===== src/rtl/cpu_defs.sv =====
// Shared CPU definitions: datapath width, reset/bubble defaults and the
// instruction-fetch state encoding.
package cpu_defs;

  localparam int XLEN = 32;

  localparam logic [XLEN-1:0] RESET_PC_DEFAULT = 32'h0000_0000;
  localparam logic [XLEN-1:0] NOP_INST_DEFAULT = 32'h0000_0000;

  typedef enum logic [1:0] {
    IDLE = 2'd0,
    REQ  = 2'd1,
    WAIT = 2'd2,
    HOLD = 2'd3
  } fetch_state_e;

  // Instructions are word aligned; the low two bits of any redirect are dropped.
  function automatic logic [XLEN-1:0] align_pc(input logic [XLEN-1:0] addr);
    return addr & ~(XLEN'(3));
  endfunction

endpackage


===== src/rtl/if_fetch.sv =====
// Instruction-fetch stage: owns the PC, keeps at most one imem request in
// flight and presents (if_pc, if_inst, if_valid) to the IF/ID register.
module if_fetch
  import cpu_defs::*;
#(
  parameter logic [XLEN-1:0] RESET_PC = RESET_PC_DEFAULT,
  parameter logic [XLEN-1:0] NOP_INST = NOP_INST_DEFAULT
) (
  input  logic            clk,
  input  logic            rst,
  input  logic            stall,
  input  logic            br_taken,
  input  logic [XLEN-1:0] br_target,
  output logic            imem_req,
  output logic [XLEN-1:0] imem_addr,
  input  logic            imem_gnt,
  input  logic            imem_rvalid,
  input  logic [XLEN-1:0] imem_rdata,
  output logic [XLEN-1:0] if_pc,
  output logic [XLEN-1:0] if_inst,
  output logic            if_valid
);

  fetch_state_e    state_reg, state_next;
  logic [XLEN-1:0] pc_reg, pc_next;
  logic [XLEN-1:0] req_pc_reg, req_pc_next;
  logic            kill_reg, kill_next;
  logic [XLEN-1:0] hold_inst_reg, hold_inst_next;
  logic [XLEN-1:0] hold_pc_reg, hold_pc_next;
  logic [XLEN-1:0] if_pc_reg, if_pc_next;
  logic [XLEN-1:0] if_inst_reg, if_inst_next;
  logic            if_valid_reg, if_valid_next;

  logic            deliver;
  logic [XLEN-1:0] del_pc;
  logic [XLEN-1:0] del_inst;
  logic [XLEN-1:0] br_pc;

  assign br_pc = align_pc(br_target);

  always_comb begin
    state_next     = state_reg;
    pc_next        = pc_reg;
    req_pc_next    = req_pc_reg;
    kill_next      = kill_reg;
    hold_inst_next = hold_inst_reg;
    hold_pc_next   = hold_pc_reg;
    deliver        = 1'b0;
    del_pc         = hold_pc_reg;
    del_inst       = hold_inst_reg;

    case (state_reg)
      IDLE: begin
        state_next = REQ;
        if (br_taken) pc_next = br_pc;
      end
      REQ: begin
        if (imem_gnt) begin
          state_next  = WAIT;
          req_pc_next = pc_reg;
          // The granted request belongs to the old path; its response must be dropped.
          if (br_taken) kill_next = 1'b1;
        end
        if (br_taken) pc_next = br_pc;
      end
      WAIT: begin
        if (imem_rvalid) begin
          state_next = REQ;
          kill_next  = 1'b0;
          if (br_taken) begin
            pc_next = br_pc;
          end else if (!kill_reg) begin
            if (!stall) begin
              deliver  = 1'b1;
              del_pc   = req_pc_reg;
              del_inst = imem_rdata;
              pc_next  = req_pc_reg + XLEN'(4);
            end else begin
              state_next     = HOLD;
              hold_inst_next = imem_rdata;
              hold_pc_next   = req_pc_reg;
            end
          end
        end else if (br_taken) begin
          kill_next = 1'b1;
          pc_next   = br_pc;
        end
      end
      HOLD: begin
        if (br_taken) begin
          state_next = REQ;
          pc_next    = br_pc;
        end else if (!stall) begin
          state_next = REQ;
          deliver    = 1'b1;
          pc_next    = hold_pc_reg + XLEN'(4);
        end
      end
      default: state_next = IDLE;
    endcase
  end

  // A redirect flushes even under stall; otherwise stall freezes the outputs.
  always_comb begin
    if_pc_next    = if_pc_reg;
    if_inst_next  = if_inst_reg;
    if_valid_next = if_valid_reg;
    if (br_taken) begin
      if_valid_next = 1'b0;
      if_inst_next  = NOP_INST;
    end else if (deliver) begin
      if_valid_next = 1'b1;
      if_pc_next    = del_pc;
      if_inst_next  = del_inst;
    end else if (!stall) begin
      if_valid_next = 1'b0;
      if_inst_next  = NOP_INST;
    end
  end

  always_ff @(posedge clk or negedge rst) begin
    if (!rst) begin
      state_reg     <= IDLE;
      pc_reg        <= RESET_PC;
      req_pc_reg    <= '0;
      kill_reg      <= 1'b0;
      hold_inst_reg <= '0;
      hold_pc_reg   <= '0;
      if_pc_reg     <= '0;
      if_inst_reg   <= NOP_INST;
      if_valid_reg  <= 1'b0;
    end else begin
      state_reg     <= state_next;
      pc_reg        <= pc_next;
      req_pc_reg    <= req_pc_next;
      kill_reg      <= kill_next;
      hold_inst_reg <= hold_inst_next;
      hold_pc_reg   <= hold_pc_next;
      if_pc_reg     <= if_pc_next;
      if_inst_reg   <= if_inst_next;
      if_valid_reg  <= if_valid_next;
    end
  end

  assign imem_req  = (state_reg == REQ);
  assign imem_addr = pc_reg;
  assign if_pc     = if_pc_reg;
  assign if_inst   = if_inst_reg;
  assign if_valid  = if_valid_reg;

endmodule


===== config.mk =====
export PLATFORM = sky130hd
export DESIGN_NAME = if_fetch
export DESIGN_NICKNAME = d
export VERILOG_FILES = /design/src/rtl/cpu_defs.sv /design/src/rtl/if_fetch.sv
export SDC_FILE = /design/constraint.sdc
export NUM_CORES = 1
export LEC_CHECK = 0
export ABC_CLOCK_PERIOD_IN_PS = 4300
export BUFFER_PORTS_ARGS = -buffer_cell sky130_fd_sc_hd__buf_2
export CAP_MARGIN = 20
export CORE_MARGIN = 5
export CORE_UTILIZATION = 61
export DETAILED_ROUTE_END_ITERATION = 10
export PLACE_DENSITY_LB_ADDON = 0.25
export SLEW_MARGIN = 20
export SYNTH_ARGS = -nofsm -noshare
export SYNTH_HDL_FRONTEND = slang
export SYNTH_SLANG_ARGS = --single-unit

===== constraint.sdc =====
create_clock -name clk -period 4.3 [get_ports clk]
set_input_delay 0.86 -clock clk [delete_from_list [all_inputs] [get_ports clk]]
set_output_delay 0.86 -clock clk [all_outputs]
set_load 0.005 [all_outputs]

Yosys cells after proc, flatten, opt, wreduce, memory -nomap -nowiden. Cells that the tools add are included.

Reductions and logical operators: 9. $add $sub $neg: 2. Mux-type cells: 40. Equal/unequal tests: 9. Bitwise logic cells: 2.

Operators by type and width (count): 32-bit two-way mux (18); 32-bit case mux with 3 select lines (1); 32-bit by 3-bit adder with 32-bit output, second input constant (2); 2-bit two-way mux (7); 1-bit two-way mux (11); 4-bit inequality test, second input constant (2); 2-bit case mux with 4 select lines (1); 2-bit AND reduction (3); 3-bit AND reduction (2); 5-bit AND reduction (1); 2-bit equality test, second input constant (2); 1-bit case mux with 2 select lines (2); 3-bit by 1-bit inequality test with 1-bit output, second input constant (1); 3-bit inequality test, second input constant (1); 2-bit by 1-bit equality test with 1-bit output, second input constant (1); 2-bit logical NOT (1); 2-bit by 1-bit inequality test with 1-bit output, second input constant (1); 2-bit inequality test, second input constant (1); 1-bit inverter (2); 2-bit nonzero test (1); 2-bit OR reduction (1).

Register bits after elaboration: 196. Output and inout bits: 98. Logic and storage cells: 71. Input bits: 70.

Logic depth before layout (Yosys ltp). Gate-level depths: netlist of the first run.

Depth after elaboration: 7. Mapped depth: 10. Depth with buffers taken out: 8.

Least setup slack after synthesis of the first run. Ideal clock, no wire load.

Kind: in2reg. Start point: in stall. End point: reg hold_inst_reg[0]. Stages on the path: 8. Library setup time: 125 ps. Data arrival time: 2390 ps. Buffers on the path: 4. Data required time: 4175 ps. Slack: 1785 ps. Path through: clkbuf_1 nor2b_1 clkbuf_1 and3b_1 nand2_1 clkbuf_1 buf_2 mux2_2.

Cells in the longest elaborated chain, start to end: 1.

Ends and longest elaborated chain: from (decl) (line if_fetch.sv:11) `input logic stall,`; 5-bit AND reduction (no source line); to (signal assigned) (line if_fetch.sv:137) `hold_inst_reg <= hold_inst_next;`; to (decl) (line if_fetch.sv:28) `logic [XLEN-1:0] hold_inst_reg, hold_inst_next;`.

No other way between the ends. A chain may end at the register's enable or synchronous reset.

Worst setup path after layout of the first run.
Start point: reg state_reg[0]. End point: reg if_pc_reg[27] (netlist: if_pc[27]).

Cells in the longest elaborated chain, start to end: 3. Elaborated cells between the ends (all ways): 5. Those cells by class: eq/ne: 2; mux: 2; reduce/logical: 1.

Ends and longest elaborated chain: from (decl) (line if_fetch.sv:24) `fetch_state_e state_reg, state_next;`; from (signal assigned) (line if_fetch.sv:133) `state_reg <= state_next;`; 2-bit equality test (line if_fetch.sv:52) `case (state_reg)`; 1-bit case mux with 2 select lines (line if_fetch.sv:52); 2-bit AND reduction (no source line); to (signal assigned) (line if_fetch.sv:139) `if_pc_reg <= if_pc_next;`; to (decl) (line if_fetch.sv:30) `logic [XLEN-1:0] if_pc_reg, if_pc_next;`.

Parallel ways exist; a longest one is shown, timed or not.

==> impl.org, run 1 <==
** Route
- Detailed-route wire length per cell :: 18.49 um
- For this run, design rule violations remaining after detail routing come to 0.
- After detailed routing, the total wire length is 22930 um.
- The first detailed-routing pass ran for 5 iterations.
- In the routed layout, each cell is associated on average with a via count of 5.848.
- Number of vias after detailed routing :: 7252
- In this run, the number of DRC markers left after iteration 0 of detailed routing was 480.
- Once detail routing completed, the nets flagged for antenna violations numbered 0.

** STA
- The number of endpoints with negative hold slack in the final report was 0.
- Dividing the final minimum period by the clock period gives 0.7123.
- Achievable Freq :: 0.3265 GHz
- Summed over all failing endpoints, the final setup total negative slack is 0 ns.
- Setup violations remaining at the end of the flow were counted as 0.
- Final min period :: 3.063 ns
- Setup repair after global routing left no endpoint under its margin.
- Relative max-transition margin :: 0.3808
- Pin slew with the least headroom to its limit :: 0.9288 ns
- Clock skew after layout :: 0.01554 ns
- The count of pins over their slew limit came to 0.
- On the final layout, the worst hold slack is 0.4733 ns.

** Placement
- The number of placed instances, taps included, is 1207.
- Summed over all nets, the half-perimeter wirelength after detailed placement is 15650 um.
- GPL Wtd Cong :: 0.8548
- In this run the tool buffered the top-level ports with 165 buffer cells.

** Setup path
- Register-to-register path setup slack :: 1.24 ns
- The critical path in this run is classified as register to register.
- Number of cell instances on the worst register-to-register path :: 9
- Worst Path Max Fanout :: 57
- STA classifies the critical path endpoint as a register.
- Timing startpoint of the critical path :: state_reg[0]
- In this run the worst setup path terminates at if_pc[27].
- CP required :: 4.59 ns
- The worst register-to-register path ends at if_pc[27].
- At the worst endpoint, the arrival time is 3.35 ns.
- The worst register-to-register path begins at state_reg[0].
- STA classifies the critical path startpoint as a register.

** Logic synthesis
- The average instance in the mapped netlist occupies 10.92 um^2.
- By area the synthesized netlist is led by dfrtp_1 51%, mux2_2 11%, mux2i_1 6.4%.
- Total standard cell area after synthesis :: 9534 um^2
- Fraction of synthesis flops using an asynchronous set or reset pin :: 1.000
- #FFs+latches synth :: 196
- Library cells used by synthesis :: 52
- Synth Net Count :: 949
- For this run, the register share of the synthesized area comes to 0.5144.
- The Yosys step of the flow raised 0 warnings.
- dfrtp_1 takes more of the synthesized area than any other cell.
- In the post-synthesis netlist, the cell with the most instances is dfrtp_1.
- Number of flops mapped to enable cells by yosys :: 0
- Synth Instances :: 873
- Sorting the synthesized cells by how often they occur yields 196 x dfrtp_1, 122 x nand2_1, 96 x mux2_2, 85 x o21ai_0, 61 x mux2i_1.
- Area fraction of the dominant cell type after synthesis :: 0.5144
- Top FF cell, synth :: dfrtp_1

** CTS
- Max Buffers Root-to-Sink :: 2
- TritonCTS built the clock tree.
- The root buffer cell chosen for the clock tree is clkbuf_16.
- The number of hold buffers added after CTS was 0.
- The number of gates resized after CTS was 0.
- Clock Sinks :: 196
- Clock-pin slew was measured on the worst setup and hold paths at 0.07 ns.
- Buffers added to address setup during post-CTS repair amount to 0.
- The clock reaches the later pin of the worst-skew pair after 0.44 ns.
- TritonCTS created 17 clock buffers.
- The H-tree was split into 4 levels.

** Layout
- At the end of the flow, the number of nets in the layout was 1091.
- Post-layout instance count excluding filler cells :: 1240
- From synthesis to final layout, the design area changed by 16.35%.
- In the final layout, the share of cells above drive strength 1 is 0.3132.

** Power
- Pwr dens :: 515.7 nW/um^2
- Part of the power in the clock network :: 0.254
- For this design the static power due to leakage is 5.118 nW.
- The share of total power dissipated in combinational logic is 0.248.
- Sw frac :: 0.3355
- Of the total power, registers draw 0.498.
- Maximum ir drop on the vdd rail :: 0.3405 mV
- Internal power summed over all cells :: 0.003802 W
- The analysis attributes to net switching a power of 0.001919 W.

** Die
- In this run the vertical extent of the chip is 135.0 um.
- The core region is 15260 um^2.
- For this configuration, the core starts out at a cell density of 0.6248.
- The die covers 18230 um^2.
- Number of ports placed on the die boundary :: 168
- Row Count :: 45
- Floorplan die width :: 135.0 um

** GRT
- Wire length of the first global-routing pass :: 37190 um
- Grt ovf :: 0
- Pin count of the biggest net entering global routing :: 116
- Vias in the first global route :: 7363
- The initial antenna violation count is 1.
- Global routing usage summed across all routing layers :: 0.2577

** Run status
- The run finished with clean final reports.

** Hold path
- Class of the tightest hold or removal check :: register to register

** Flow run
- Max-cap check violation count :: 0
[per-stage QoR]
| step | utilization | area (um^2) | setup slack [ns] | power [W] |
|---|---|---|---|---|
| finish | 0.7270 | 11090 | 1.237 | 0.005721 |
| global route | 0.7269 | 11090 | 1.074 | 0.006060 |
| CTS | 0.7269 | 11090 | 1.261 | 0.005751 |
| detailed placement | 0.6917 | 10550 | 1.075 | 0.004286 |
| global placement | 0.6917 | 10550 | 1.155 | 0.004219 |
| floorplan | - | 9534 | 1.785 | 0.003720 |
[worst max-delay path: stages (launching register included)]
cell and delay (ns):
dfrtp_1 0.43, inv_1 0.08, ha_1 0.26, nand2_1 0.40
a2bb2oi_1 0.27, buf_4 0.18, nand2_1 0.39, o31a_2 0.25
buf_4 0.44, o21ai_0 0.19
[cells in the final DEF (no fill, tap or decap), types with 4 or more instances in the layout]
| cell | n |
|---|---|
| a21oi_1 | 8 |
| a221oi_1 | 7 |
| a22oi_1 | 17 |
| and3_1 | 11 |
| and4_1 | 4 |
| buf_2 | 164 |
| buf_4 | 10 |
| clkbuf_16 | 17 |
| clkinvlp_4 | 7 |
| dfrtp_1 | 196 |
| ha_1 | 6 |
| inv_1 | 14 |
| mux2_2 | 96 |
| mux2i_1 | 61 |
| nand2_1 | 121 |
| nand2b_1 | 6 |
| nand3_1 | 22 |
| nand4_1 | 16 |
| nor2_1 | 23 |
| nor3_1 | 10 |
| o21ai_0 | 85 |
| o221ai_1 | 6 |
| o22ai_1 | 13 |
| xnor2_1 | 34 |
| xor2_1 | 20 |
[worst min path at each step]
| stage | start | to | depth (start not counted) |
|---|---|---|---|
| final | if_pc[17] | if_pc[17] | 2 |
| after global placement | if_pc[11] | if_pc[11] | 2 |
| after CTS | if_pc[17] | if_pc[17] | 2 |
| after global routing | if_pc[22] | if_pc[22] | 2 |
| after floorplan | if_valid | if_valid | 2 |
| after detailed placement | if_pc[17] | if_pc[17] | 2 |
[layout make-up]
class	count	area, um^2
diodes	1	2.502
clock buffers	17	425.4
clock inverters	15	111.4
fillers	1135	4165
inverters	14	52.55
multi-input cells	608	4363
flip-flops and latches	196	4905
well taps	211	264.0
repair buffers	178	969.7
[kinds of logic after synthesis]
kind of cell             Yosys count  share of synthesized area
buffers and inverters             69                    0.02913
AO/OA/AOI/OAI                    157                     0.1028
adder cells (fa/ha/maj)            6                   0.007874
AND/OR/NAND/NOR                  233                     0.1171
multiplexers                     157                     0.1774
flip-flops                       196                     0.5144
XOR/XNOR                          55                    0.05131
[power by group through the flow]
stage / Sequential (W) / Combinational, W / Clock [W]
after global placement: 0.00284 / 0.00138 / 0
after CTS: 0.00284 / 0.00143 / 0.00148
after floorplan: 0.00271 / 0.00101 / 0
after global routing: 0.00292 / 0.00158 / 0.00156
final: 0.00285 / 0.00142 / 0.00145
after detailed placement: 0.00286 / 0.00142 / 0
[layer usage]
metal	up-vias	GRT usage	share of wire
met3	43	0.08607	0.078
met4	2	0.09127	0.025
met5	-	0	0.00031
met2	270	0.4088	0.47
met1	3550	0.3340	0.43
li1	3387	-	-
Note: power is estimated with default switching activity, not from simulation.
==> run 2: changes to the inputs <==
- ABC_CLOCK_PERIOD_IN_PS: 4300 -> 3200
- CORE_UTILIZATION: 61 -> 56
- clock period: 4.3 -> 3.2 ns (I/O delays scaled with it)
==> run 2 against run 1 <==
  * Via count is 2.1% higher
  * Critical endpoint is now imem_addr[16]
  * Final cell count rose by 1.6%
  * Power increased by 43%
  * Combinational power grew 37%
==> impl.org, run 2 (synthesis gave the netlist of run 1 again) <==
** Setup path
- Capturing element type of the critical path :: register
- FF-to-FF End :: imem_addr[16]
- The setup path with the least slack is of type register to register.
- Register-to-register path setup slack :: 0.52 ns (-0.72 ns)
- Worst Path Buf+Inv :: 2 (-1)
- Largest stage delay on the critical path :: 0.49 ns (+0.05 ns)
- Timing startpoint of the critical path :: state_reg[0]
- The worst reg-to-reg path cell count is 9 (unchanged).
- CP cell instances :: inv_1, ha_1, nand2_1, a2bb2oi_1, buf_4, nand2b_1, nor2_1, a22oi_1, o211ai_1
- The arrival time at the worst endpoint came to 3.03 ns (-0.32 ns).
- The total stage count of the critical path is 9 (unchanged).
- The worst register-to-register path begins at state_reg[0].
- The slowest stage of the critical path belongs to the cell nor2_1.
- Worst Path Max Fanout :: 10 (-82%)
- The worst setup path is launched from a register.
- The data required time of the worst path came to 3.55 ns (-1.04 ns).
- Cell type group with the largest total delay on the critical path :: simple AND/OR/NAND/NOR gates

** Die
- Floorplan Core Area :: 16640 um^2 (+9.1%)
- The standard-cell row count is 47 (+4.4%).
- The die boundary width is 140.5 um (+4.0%).
- Starting Density :: 0.5729 (-0.05196)
- The overall die area came to 19730 um^2 (+8.3%).
- The number of top-level pins was 168 (unchanged).
- Die Height :: 140.5 um (+4.0%)

** Run status
- Run status :: completed

** STA
- The number of endpoints with negative hold slack in the final report is 0 (unchanged).
- The count of pins over their slew limit is 0 (unchanged).
- Final setup violation count :: 0 (unchanged)
- The period utilization came to 0.8382 (+0.1259).
- Final min period :: 2.682 ns (-0.3807 ns)
- The aggregate negative setup slack was 0 ns (unchanged).
- The peak clock frequency supported by timing was 0.3728 GHz (+14%).
- Post-layout worst setup margin :: 0.5176 ns (-0.7193 ns)
- Clock skew after layout :: 0.009995 ns (-0.005544 ns)
- Setup repair after global routing missed its margin :: no
- Relative max-transition margin :: 0.4387 (+0.05795)
- Pin slew with the least headroom to its limit :: 0.8355 ns (-0.09335 ns)

** CTS
- The number of gates resized after CTS came to 0 (unchanged).
- The maximum buffer depth of the clock tree came to 2 (unchanged).
- The number of clock sinks came to 196 (unchanged).
- TritonCTS clock tree :: built
- The number of H-tree levels is 4 (unchanged).
- Root Driver :: clkbuf_16
- The clock latency at the later pin of the worst-skew pair was 0.44 ns (about the same).
- Total setup buffers inserted after CTS :: 0 (unchanged)
- The number of buffers created by CTS came to 17 (unchanged).
- Register clock-pin slew on the reported worst setup and hold paths :: 0.07 ns (about the same)
- The quantity of hold-fixing buffers added after cts is 0 (unchanged).

** Route
- The number of DRC markers after the initial detailed-route iteration came to 545 (+14%).
- The average wire per cell in the routed design came to 19.10 um (+3.3%).
- The total length of routed wires was 24070 um (+5.0%).
- Antenna-violating nets left :: 0 (unchanged)
- Initial DRT Pass Iterations :: 5 (unchanged)
- The ratio of routed vias to standard cells came to 5.876 (+0.48%).
- Remaining design rule violation count :: 0 (unchanged)
- The detailed-route via count was 7404 (+2.1%).

** Power
- Combinational power share :: 0.238 (-0.010)
- The cell area power density came to 721.3 nW/um^2 (+40%).
- The switching power of the nets was 0.002598 W (+35%).
- The maximum vdd drop is 0.5108 mV (+50%).
- The clock network power share came to 0.292 (+0.038).
- Internal power summed over all cells :: 0.005565 W (+46%)
- The portion of total power attributed to sequential cells is 0.470 (-0.028).
- The static power due to leakage came to 5.246 nW (+2.5%).
- Sw frac :: 0.3182 (-0.01723)

** Placement
- The worst setup slack after placement came to 0.6076 ns (-0.4670 ns).
- The count of buffers inserted at the top-level ports came to 165 (unchanged).
- The placer's final routability congestion estimate was 0.8949 (+4.7%).
- Post-DP HPWL :: 16270 um (+3.9%)

** Layout
- Leading cell type in the layout, fill and taps excluded :: dfrtp_1
- The library cells used most frequently in the layout, excluding fill and tap cells, are 196 x dfrtp_1, 164 x buf_2, 121 x nand2_1.
- Synthesis-to-finish area growth :: 18.70%
- The share of post-route cells with drive strength above 1 is 0.3189 (+0.005653).
- Number of nets in the final layout :: 1101 (+0.92%)

** Flow run
- Max-cap check violation count :: 0 (unchanged)

** GRT
- Grt ovf :: 0 (unchanged)
- The pin count of the biggest net entering global routing is 84 (-28%).
- Vias in the first global route :: 7668 (+4.1%)
- The initial antenna violation count was 3 (+2).
- The global-route wire length before repair is 39940 um (+7.4%).
- The total track usage was 0.2506 (-0.007108).

** Hold path
- Class of the tightest hold or removal check :: primary input to async pin
[run 2: cell types whose count changed in the layout (fill, tap and decap cells not counted)]
cell | before | now
diode_2 | 1 | 2
clkinvlp_4 | 7 | 1
inv_6 | 2 | 0
buf_4 | 10 | 19
clkinv_4 | 3 | 4
clkbuf_8 | 1 | 3
clkinv_2 | 3 | 2
buf_12 | 3 | 4
clkbuf_1 | 0 | 1
bufinv_16 | 0 | 5
[run 2: power groups by stage]
stage                     Combinational, W  Sequential [W]  Clock (W)
after global placement             0.00189         0.00382          0
after floorplan                    0.00136         0.00364          0
after global routing               0.00218         0.00394    0.00252
final                              0.00194         0.00384    0.00238
after detailed placement           0.00195         0.00385          0
after CTS                          0.00197         0.00381    0.00241
[run 2: worst max path at each step]
stage	endpoint	slack, ns
floorplan	hold_inst_reg[0]	0.91
detailed placement	if_pc[17]	0.61
global route	if_pc[9]	0.36
CTS	if_pc[17]	0.59
global placement	if_pc[20]	0.69
finish	imem_addr[16]	0.52
[run 2: through the flow]
stage          utilization  hold slack (ns)  area [um^2]  power [W]  cells
6_report            0.6800           0.2306        11320   0.008163   1260
5_1_grt             0.6800           0.3003        11320   0.008637   1260
4_1_cts             0.6797           0.2670        11310   0.008192   1258
3_5_place_dp        0.6401           0.4653        10650   0.005794   1226
3_3_place_gp        0.6401           0.4569        10650   0.005704   1226
2_1_floorplan            -           0.3444         9534   0.004999    873
[run 2: worst reg2reg max path, delay by kind of cell, from the launching register on]
| kind | cells | cell delay [ns] |
|---|---|---|
| compound gates | 3 | 0.60 |
| fa+ha+maj | 1 | 0.27 |
| buf+inv | 2 | 0.31 |
| flops | 1 | 0.44 |
| simple gates | 3 | 0.96 |
[run 2: cell type report]
cell class | count | area [um^2]
flip-flops and latches | 196 | 4905
fillers | 1266 | 5325
well taps | 220 | 275.3
clock inverters | 12 | 202.7
inverters | 14 | 52.55
repair buffers | 188 | 1057
diodes | 2 | 5.005
multi-input cells | 608 | 4363
clock buffers | 20 | 456.7
[run 2: metal layers]
metal	GRT usage	share of wire	wire, um	vias up
li1	-	-	-	3413
met1	0.3368	0.42	10180	3671
met2	0.3969	0.47	11390	272
met3	0.06408	0.081	1957	46
met4	0.08873	0.022	527	2
met5	0	0.00054	13	-
